[src/rtl/register_file_mp_if.sv]
// ----------------------------------------------------------------------------
// register_file_mp_if
// Bundles the read, write, reservation and status signals of register_file_mp.
//   master : the client (issue/writeback logic); drives addresses, write data,
//            reservations and flush, and receives read data, busy flags and the
//            write-collision flag.
//   slave  : the register file itself.
// Packed multi-port fields: port p occupies [p*W +: W] of each vector.
// ----------------------------------------------------------------------------
interface register_file_mp_if #(
    parameter int XLEN        = 32,
    parameter int ADDR_W      = 5,
    parameter int READ_PORTS  = 2,
    parameter int WRITE_PORTS = 2
);
    logic [READ_PORTS*ADDR_W-1:0]  rdAddr;
    logic [READ_PORTS*XLEN-1:0]    rdData;
    logic [READ_PORTS-1:0]         rdBusy;
    logic [WRITE_PORTS-1:0]        wrEn;
    logic [WRITE_PORTS*ADDR_W-1:0] wrAddr;
    logic [WRITE_PORTS*XLEN-1:0]   wrData;
    logic                          rsvEn;
    logic [ADDR_W-1:0]             rsvAddr;
    logic                          flush;
    logic                          wrCollision;

    modport master (
        output rdAddr, wrEn, wrAddr, wrData, rsvEn, rsvAddr, flush,
        input  rdData, rdBusy, wrCollision
    );

    modport slave (
        input  rdAddr, wrEn, wrAddr, wrData, rsvEn, rsvAddr, flush,
        output rdData, rdBusy, wrCollision
    );
endinterface

[src/rtl/register_file_mp.sv]
// ----------------------------------------------------------------------------
// register_file_mp
// Multi-port integer register file with a per-register busy scoreboard.
//   clk    : clock, all state updates on the rising edge
//   resetN : asynchronous active-low reset (clears registers, busy bits and
//            the collision flag)
//   rf     : register_file_mp_if.slave
//            - READ_PORTS combinational read ports (rdAddr -> rdData/rdBusy)
//            - WRITE_PORTS synchronous write ports (wrEn/wrAddr/wrData)
//            - rsvEn/rsvAddr marks a destination busy, flush clears all busy
//            - wrCollision: two write ports hit the same register last cycle
// Register 0 reads as zero and is never busy; out-of-range addresses read as
// zero/not busy and are never written or reserved.
// ----------------------------------------------------------------------------
module register_file_mp #(
    parameter int XLEN        = 32,
    parameter int REG_NUM     = 32,
    parameter int ADDR_W      = 5,
    parameter int READ_PORTS  = 2,
    parameter int WRITE_PORTS = 2,
    parameter int BYPASS      = 1
) (
    input  logic             clk,
    input  logic             resetN,
    register_file_mp_if.slave rf
);

    // Nonzero and inside the implemented register range.
    function automatic logic addrValid(input logic [ADDR_W-1:0] a);
        return (a != '0) && (32'(a) < 32'(REG_NUM));
    endfunction

    logic [XLEN-1:0]    regs [REG_NUM];
    logic [REG_NUM-1:0] busyReg;
    logic [REG_NUM-1:0] busyNext;
    logic               wrCollisionReg;
    logic               collisionNext;

    logic [ADDR_W-1:0]      wrAddrW [WRITE_PORTS];
    logic [XLEN-1:0]        wrDataW [WRITE_PORTS];
    logic [WRITE_PORTS-1:0] wrValid;

    genvar gi;

    // Unpack write ports and qualify each enable with the address check.
    generate
        for (gi = 0; gi < WRITE_PORTS; gi++) begin : gWrPort
            assign wrAddrW[gi] = rf.wrAddr[gi*ADDR_W +: ADDR_W];
            assign wrDataW[gi] = rf.wrData[gi*XLEN +: XLEN];
            assign wrValid[gi] = rf.wrEn[gi] && addrValid(wrAddrW[gi]);
        end
    endgenerate

    // Any pair of valid writes to the same register is a collision.
    always_comb begin
        collisionNext = 1'b0;
        for (int i = 0; i < WRITE_PORTS; i++) begin
            for (int j = i + 1; j < WRITE_PORTS; j++) begin
                if (wrValid[i] && wrValid[j] && (wrAddrW[i] == wrAddrW[j])) begin
                    collisionNext = 1'b1;
                end
            end
        end
    end

    // Scoreboard: flush beats writes, and a new reservation beats both
    // because the newly issued producer supersedes the one being retired.
    always_comb begin
        busyNext = busyReg;
        if (rf.flush) begin
            busyNext = '0;
        end else begin
            for (int w = 0; w < WRITE_PORTS; w++) begin
                if (wrValid[w]) begin
                    busyNext[wrAddrW[w]] = 1'b0;
                end
            end
        end
        if (rf.rsvEn && addrValid(rf.rsvAddr)) begin
            busyNext[rf.rsvAddr] = 1'b1;
        end
        busyNext[0] = 1'b0;
    end

    // State. Ports are walked in ascending order so the highest-index port's
    // assignment lands last and wins a same-address conflict.
    always_ff @(posedge clk or negedge resetN) begin
        if (!resetN) begin
            for (int r = 0; r < REG_NUM; r++) begin
                regs[r] <= '0;
            end
            busyReg        <= '0;
            wrCollisionReg <= 1'b0;
        end else begin
            for (int w = 0; w < WRITE_PORTS; w++) begin
                if (wrValid[w]) begin
                    regs[wrAddrW[w]] <= wrDataW[w];
                end
            end
            busyReg        <= busyNext;
            wrCollisionReg <= collisionNext;
        end
    end

    assign rf.wrCollision = wrCollisionReg;

    // Read ports: array lookup, optionally overridden by a same-cycle write.
    generate
        for (gi = 0; gi < READ_PORTS; gi++) begin : gRdPort
            logic [ADDR_W-1:0] readAddr;
            logic [XLEN-1:0]   readData;
            logic              readBusy;

            assign readAddr = rf.rdAddr[gi*ADDR_W +: ADDR_W];

            always_comb begin
                readData = '0;
                readBusy = 1'b0;
                if (addrValid(readAddr)) begin
                    readData = regs[readAddr];
                    readBusy = busyReg[readAddr];
                end
                if (BYPASS != 0) begin
                    // Ascending scan: the highest matching port is applied last.
                    for (int w = 0; w < WRITE_PORTS; w++) begin
                        if (wrValid[w] && (wrAddrW[w] == readAddr)) begin
                            readData = wrDataW[w];
                            readBusy = 1'b0;
                        end
                    end
                end
            end

            assign rf.rdData[gi*XLEN +: XLEN] = readData;
            assign rf.rdBusy[gi]              = readBusy;
        end
    endgenerate

endmodule

[src/flat_wrapper.sv]
// flat-port wrapper written by rule: the top's interface ports become plain ports
module register_file_mp_flat 
#(
    parameter int XLEN        = 32,
    parameter int REG_NUM     = 32,
    parameter int ADDR_W      = 5,
    parameter int READ_PORTS  = 2,
    parameter int WRITE_PORTS = 2,
    parameter int BYPASS      = 1
)
  (clk, resetN, rf_rdAddr, rf_wrEn, rf_wrAddr, rf_wrData, rf_rsvEn, rf_rsvAddr, rf_flush, rf_rdData, rf_rdBusy, rf_wrCollision);
  register_file_mp_if #(.XLEN(XLEN), .ADDR_W(ADDR_W), .READ_PORTS(READ_PORTS), .WRITE_PORTS(WRITE_PORTS)) rf_i ();
  input  logic clk;
  input  logic resetN;
  input wire logic [$bits(rf_i.rdAddr)-1:0] rf_rdAddr;
  input wire logic [$bits(rf_i.wrEn)-1:0] rf_wrEn;
  input wire logic [$bits(rf_i.wrAddr)-1:0] rf_wrAddr;
  input wire logic [$bits(rf_i.wrData)-1:0] rf_wrData;
  input wire logic [$bits(rf_i.rsvEn)-1:0] rf_rsvEn;
  input wire logic [$bits(rf_i.rsvAddr)-1:0] rf_rsvAddr;
  input wire logic [$bits(rf_i.flush)-1:0] rf_flush;
  output wire logic [$bits(rf_i.rdData)-1:0] rf_rdData;
  output wire logic [$bits(rf_i.rdBusy)-1:0] rf_rdBusy;
  output wire logic [$bits(rf_i.wrCollision)-1:0] rf_wrCollision;
  assign rf_i.rdAddr = rf_rdAddr;
  assign rf_i.wrEn = rf_wrEn;
  assign rf_i.wrAddr = rf_wrAddr;
  assign rf_i.wrData = rf_wrData;
  assign rf_i.rsvEn = rf_rsvEn;
  assign rf_i.rsvAddr = rf_rsvAddr;
  assign rf_i.flush = rf_flush;
  assign rf_rdData = rf_i.rdData;
  assign rf_rdBusy = rf_i.rdBusy;
  assign rf_wrCollision = rf_i.wrCollision;
  register_file_mp #(.XLEN(XLEN), .REG_NUM(REG_NUM), .ADDR_W(ADDR_W), .READ_PORTS(READ_PORTS), .WRITE_PORTS(WRITE_PORTS), .BYPASS(BYPASS)) u_core (.clk(clk), .resetN(resetN), .rf(rf_i));
endmodule
[config.mk]
export PLATFORM = sky130hd
export DESIGN_NAME = register_file_mp_flat
export DESIGN_NICKNAME = d
export VERILOG_FILES = /design/src/rtl/register_file_mp_if.sv /design/src/rtl/register_file_mp.sv /design/src/flat_wrapper.sv
export SDC_FILE = /design/constraint.sdc
export NUM_CORES = 2
export LEC_CHECK = 0
export CORE_MARGIN = 2
export CORE_UTILIZATION = 68
export CTS_CLUSTER_DIAMETER = 60
export CTS_CLUSTER_SIZE = 16
export DETAILED_ROUTE_END_ITERATION = 7
export PLACE_DENSITY = 0.86
export SKIP_LAST_GASP = 1
export SLEW_MARGIN = 40
export SYNTH_ARGS = -nofsm -noshare
export SYNTH_HDL_FRONTEND = slang
export SYNTH_SLANG_ARGS = --single-unit
export TNS_END_PERCENT = 100
[constraint.sdc]
create_clock -name clk -period 4.88 [get_ports clk]
set_input_delay 0.732 -clock clk [delete_from_list [all_inputs] [get_ports clk]]
set_output_delay 0.732 -clock clk [all_outputs]
set_load 0.02 [all_outputs]
==> metrics.md <==
| Metric | Value |
|---|---|
| Peak VDD IR | `0.334 mV` |
| CP startpoint kind | `input pin` |
| Internal power | `0.0187 W` |
| Synth top area share | `40.5%` |
| Netlist Area Pre-Place | `0.0653 mm^2` |
| Gate power share | `~28%` |
| Dominant synthesized flop cell | `dfrtp_1` |
| Yosys warns | `0` |
| Highest-count cells in the layout ignoring fill and taps | `dfrtp_1 (1056), mux2i_1 (751), nor2_1 (664), a21oi_1 (655), nand2_1 (591)` |
| Max Slew Vio Count | `0` |
| HPWL Detailed | `164 mm` |
| Routed WL | `about 270 mm` |
| Slew @ Worst Pin | `about 980 ps` |
| Reg clk slew, reported paths | `70 ps` |
| Syn nets | `approximately 6500` |
| Buffer and inverter count on the worst path | `4` |
| TritonRoute pass-1 iters | `8` |
| Initial core utilization | `68.6%` |
| Synth area leaders | `dfrtp_1 (40%), mux4_2 (18%), mux2i_1 (12%)` |
| Worst min path class | `register to register` |
| FP Rows | `113` |
| Met1 usage | `64.7%` |
| Crit path DAT | `4190 ps` |
| Global route overflow | `0` |
| CTS Buf Count | `88` |
| Layout cells sized above 1 | `18.8%` |
| Critical path capture point type | `output port` |
| Number of global-route vias before repair | `about 60000` |
| Layout net count | `6226` |
| Die ar. | `0.0985 mm^2` |
| Post-DRT Antenna Nets | `0` |
| Most common cell after layout, fill and taps aside | `dfrtp_1` |
| Initial antenna violation count | `18` |
| Sequential fraction of design power | `between 40 and 50%` |
| Cell family with most CP delay | `buffers and inverters` |
| Drt drc | `56` |
| Cell Chain, Critical Path | `clkdlybuf4s50_1 -> or3_1 -> o31ai_1 -> buf_4 -> nor4_2 -> or3_2 -> buf_12 -> o221ai_1 -> clkdlybuf4s50_1` |
| Slack of the critical path | `-40.1 ps` |
| Setup TNS | `-73.5 ps` |
| CP required | `4150 ps` |
| Post-CTS Setup Inserts | `0` |
| Core area | `0.0952 mm^2` |
| Most Crowded Layer GR | `met2` |
| Root Buffer | `clkbuf_16` |
| Routability congestion estimate | `between 1 and 1.5` |
| #FFs+latches synth | `approximately 1100` |
| Status | `complete, but fails checks` |
| Seq/Total Area, Yosys | `approximately two fifths` |
| Clock sinks | `approximately 1100` |
| TritonCTS clock tree | `built` |
| M3 GR Usage | `around 37%` |
| Final core occ | `75.6%` |
| Cell mode on critical path | `clkdlybuf4s50_1` |
| Failing checks | `design-rule violations, negative setup slack` |
| Drt wl/cell | `36.3 um` |
| Ys async rst share | `100%` |
| Die width | `314 um` |
| Cell leakage power | `29.3 nW` |
| Top Ports | `162` |
| Slew HR | `between 30% and 40%` |
| Max Cap Violations | `0` |
| Peak Freq | `203 MHz` |
| Setup CP Type | `input pin to output port` |
| Crit-path max FO | `17` |
| Hold Slack | `402 ps` |
| Skew final | `0 ps` |
| Clock network power share | `about a quarter` |
| Unrepaired setup endpoints after global routing | `true` |
| H-tree Lvls | `3` |
| Number of cells produced by synthesis | `6392` |
| Chip height | `314 um` |
| Final instance area | `0.0719 mm^2` |
| Final Hold Viols | `0` |
| M2 GR Usage | `69.1%` |
| CP max stage cell | `clkdlybuf4s50_1` |
| Tot Pwr | `0.0282 W` |
| Largest net degree at the start of global routing | `128` |
| Area Growth Syn to Fin | `10.2%` |
| Avg Inst Size Synth | `just over 10 um^2` |
| Crit path time final | `around 5000 ps` |
| Max Buffers Root-to-Sink | `3` |
| Vias/cell | `8.20` |
| DR iter-0 viols | `~13000` |
| Final setup viols | `2` |
| Number of synthesized flops with an enable pin | `0` |
| Switching share of power | `between 30% and 40%` |
| Worst-skew pair later-pin latency | `690 ps` |
| Gr usage total | `54.7%` |
| Power per cell area | `392 mW/mm^2` |
| Largest area contributor in the netlist | `dfrtp_1` |
| Period utilization | `101%` |
| Post-DP Area | `0.0691 mm^2` |
| Number of port buffers | `161` |
| NetSw | `0.00952 W` |
| Yosys cell types | `50` |
| Global-route wire length before repair | `391 mm` |
| Max incr delay on CP | `730 ps` |
| Via count | `61100` |
==> repair_timing <==
action / 4_1_cts / 5_1_grt
resized for setup: 0 / 3
hold endpoints to repair: 0 / 16
hold buffers: 0 / 1
endpoints found under the setup margin: 0 / 5
==> cells by family after synthesis <==
group / count (synthesis) / synth area share, %
AO/OA/AOI/OAI: 1608 / 14.2
buffers and inverters: 867 / 5.32
flip-flops: 1056 / 40.5
multiplexers: 1277 / 29.6
XOR/XNOR: 25 / 0.335
AND/OR/NAND/NOR: 1559 / 10.1
==> power groups by stage <==
stage          sequential (W)  clock (W)  combinational, W
2_1_floorplan          0.0121          0           0.00535
3_3_place_gp           0.0124          0           0.00732
3_5_place_dp           0.0127          0           0.00762
4_1_cts                0.0126    0.00725           0.00768
5_1_grt                0.0129    0.00761           0.00835
6_report               0.0128    0.00739           0.00803
==> worst reg2reg max path, delay by kind of cell (launching register included) <==
family           cells  cell delay, ps
AO/OA/AOI/OAI        1              90
AND/OR/NAND/NOR      1             600
flip-flops           1             370
==> worst paths after layout <==
| kind | cells after the start | to | slack, ps | from |
|---|---|---|---|---|
| min reg2reg | 0 | u_core.regs[995] | 400 | u_core.regs[995] |
| max reg2reg | 2 | u_core.busyReg[5] | 3740 | u_core.busyReg[5] |
| min | 0 | u_core.regs[995] | 400 | u_core.regs[995] |
| max in group asynchronous | 4 | u_core.regs[836] | 2880 | resetN |
| min in group asynchronous | 2 | u_core.regs[636] | 510 | resetN |
| max | 9 | rf_rdData[6] | -40 | rf_wrAddr[7] |
==> state kept, by name (all words and copies together), names as in the netlist <==
name                   cells
u_core.regs             1024
u_core.busyReg            31
u_core.rf.wrCollision      1
==> cell type report <==
type                       count  area [um^2]
tap                         1265         1580
clock inverter                43          499
clock buffer                  96         2270
timing repair buffer         481         5010
fill                        5859        23200
multi-input combinational   4469        36000
sequential                  1056        26400
antenna                        4         10.0
inverter                      35          131
==> per-stage QoR <==
stage	worst slack, ps	cells
2_1_floorplan	987	6392
3_3_place_gp	132	7300
3_5_place_dp	108	7303
4_1_cts	72.3	7442
5_1_grt	-23.0	7447
6_report	-40.1	7449
==> cells in the mapped netlist, types with 28 or more instances <==
cell,n
o311ai_2,28
buf_2,122
nor2_1,696
nand2_1,615
a22oi_1,64
buf_1,126
inv_1,35
o221ai_1,32
or4_1,32
a21oi_1,655
o21ai_0,529
or2_2,32
and3_1,33
nand3_1,46
dfrtp_1,1056
mux4_2,523
clkbuf_1,563
o22ai_1,204
a32oi_1,86
mux2i_1,751
==> metal layers <==
metal,vias up,routed length [um]
met3,2416,58300
li1,22800,-
met4,36,27500
met1,28800,81200
met5,-,654
met2,7078,103000
(Power assumes the default switching activity.)
==> variant, RTL diff (same flow settings) <==
`BYPASS` is set to 1 in 2 places; all go to 0.
--- a/src/rtl/register_file_mp.sv
+++ b/src/rtl/register_file_mp.sv
@@ -19,5 +19,5 @@
     parameter int READ_PORTS  = 2,
     parameter int WRITE_PORTS = 2,
-    parameter int BYPASS      = 1
+    parameter int BYPASS      = 0
 ) (
     input  logic             clk,
--- a/src/flat_wrapper.sv
+++ b/src/flat_wrapper.sv
@@ -7,5 +7,5 @@
     parameter int READ_PORTS  = 2,
     parameter int WRITE_PORTS = 2,
-    parameter int BYPASS      = 1
+    parameter int BYPASS      = 0
 )
   (clk, resetN, rf_rdAddr, rf_wrEn, rf_wrAddr, rf_wrData, rf_rsvEn, rf_rsvAddr, rf_flush, rf_rdData, rf_rdBusy, rf_wrCollision);
Check against the original RTL: not equivalent (a bounded check fails within 4 cycles, from zero or initial values and one cycle with resetN low).
==> variant against the unedited design <==
  * The flow still finishes with violations (DRC, setup timing)
  * Power down 0.94%
  * First-iteration DRC count down 13%
  * Sequential cell count unchanged
  * Core utilization down 1.5 points
  * Setup slack worse by 0.11 ns
  * Final area down 1.9%
  * Combinational power down 4.2%
  * Area after synthesis about the same
  * Routed wire length down 6.2%
  * Count of clock-buffer cells in the layout up 1
  * Cell count down 4.6%
  * Highest routed layer unchanged
==> variant: results (changes against the unedited design) <==
{| class="wikitable"
! Metric !! Value
|-
| Data arrival at the endpoint of the critical path || 4.30 ns (was 4.19 ns)
|-
| Register-to-register path setup slack || 3.98 ns (was 3.74 ns)
|-
| End of the worst register-to-register path || u_core.regs[804] (was u_core.busyReg[5])
|-
| Hold Worst Slack || 0.0768 ns (was 0.402 ns)
|-
| Routed metal-1 wire length || 77.7 mm (was 81.2 mm)
|-
| Share of total power in sequential cells || 46.8% (was 45.3%)
|-
| Violations in the final reports || DRC, setup timing (unchanged)
|-
| Number of nets at the end of the flow || 5,892 (was 6,226)
|-
| Setup TNS || -0.190 ns (was -0.0735 ns)
|-
| Wire length of the first global-routing pass || 370 mm (was 391 mm)
|-
| LEAKAGE || 30.4 nW (was 29.3 nW)
|-
| Area fraction in compound gates after synthesis || 11.9% (was 14.2%)
|-
| Share of cells above drive strength 1 || 17.3% (was 18.8%)
|-
| Number of cells produced by synthesis || 6,101 (was 6,392)
|-
| Power consumed by the clock network || 0.00715 W (was 0.00739 W)
|-
| Setup-violating endpoint count in the final report || 2 (unchanged)
|-
| IR Drop Worst-Case VDD || 323 µV (was 334 µV)
|-
| Post-Synth XOR/XNOR Area || 0.0536% (was 0.335%)
|-
| Worst Max-Slew Pin Slew || 0.973 ns (was 0.984 ns)
|-
| Overall track demand over capacity in global routing || 51.3% (was 54.7%)
|-
| Wire length after detailed routing || 254 mm (was 270 mm)
|-
| Post-placement cell count || 6,973 (was 7,303)
|-
| Setup ws final || -0.148 ns (was -0.0401 ns)
|-
| Initial detailed-routing violation count || 11,700 (was 13,500)
|-
| Run status || complete, but fails checks (unchanged)
|-
| Commonest cells post-synth || mux2i_1 (1,192), dfrtp_1 (1,056), nor2_1 (633) (was dfrtp_1 (1,056), mux2i_1 (751), nor2_1 (696))
|-
| DP Area || 67,800 µm² (was 69,100 µm²)
|-
| Crit Reg-Reg Startpoint || u_core.regs[804] (was u_core.busyReg[5])
|-
| Net switching fraction of the power || 33.5% (was 33.8%)
|-
| Met3 layer usage reported by global route || 30.5% (was 36.6%)
|-
| Comb pwr share || 27.6% (was 28.5%)
|-
| Placed wire-length estimate after detailed placement || 147 mm (was 164 mm)
|-
| Class of the worst hold path || in -> async (was reg -> reg)
|-
| DR vias/cell || 8.14 (was 8.20)
|-
| Number of library cell types mapped by synthesis || 49 (was 50)
|-
| Number of global-route vias before repair || 57,200 (was 60,000)
|-
| Met3 Wirelength || 51.1 mm (was 58.3 mm)
|-
| Origin of the worst setup path || rf_rdAddr[8] (was rf_wrAddr[7])
|-
| Worst-path maximum fanout || 25 (was 17)
|-
| Vias after detailed routing || 57,800 (was 61,100)
|-
| Syn Nets || 6,196 (was 6,487)
|-
| Number of antenna violations at the first check in global routing || 22 (was 18)
|-
| Met1 routing resource usage after global routing || 61.6% (was 64.7%)
|-
| Fraction of synthesized area in multiplexers || 34.7% (was 29.6%)
|-
| DRC violation count after routing || 79 (was 56)
|-
| Number of buffers created by CTS || 85 (was 88)
|}
-- variant: changes by cell type after synthesis, sizes merged, moves of 36 or more --
cell,unedited run,this run
clkbuf,576,503
o21ai,529,490
a21oi,655,610
mux4,523,460
o22ai,204,16
a32oi,86,0
nor2,696,642
nand2,615,430
mux2i,751,1192
nor2b,8,44
a221oi,1,55
nand3,46,9
-- variant: critical path, stage by stage --
cell and delay [ns]:
buf_2 0.56, or2_2 0.24, buf_4 0.56, buf_4 0.38, a211oi_1 0.09, a311oi_2 0.83, buf_4 0.23, clkdlybuf4s50_1 0.59
-- variant: area by class of cell --
| class | count | area [µm²] |
|---|---|---|
| Tap cell | 1265 | 1580 |
| Timing Repair Buffer | 378 | 3700 |
| Fill cell | 5853 | 24600 |
| Clock inverter | 25 | 345 |
| Clock buffer | 97 | 2270 |
| Antenna cell | 11 | 27.5 |
| Multi-Input combinational cell | 4274 | 36200 |
| Inverter | 2 | 12.5 |
| Sequential cell | 1056 | 26400 |
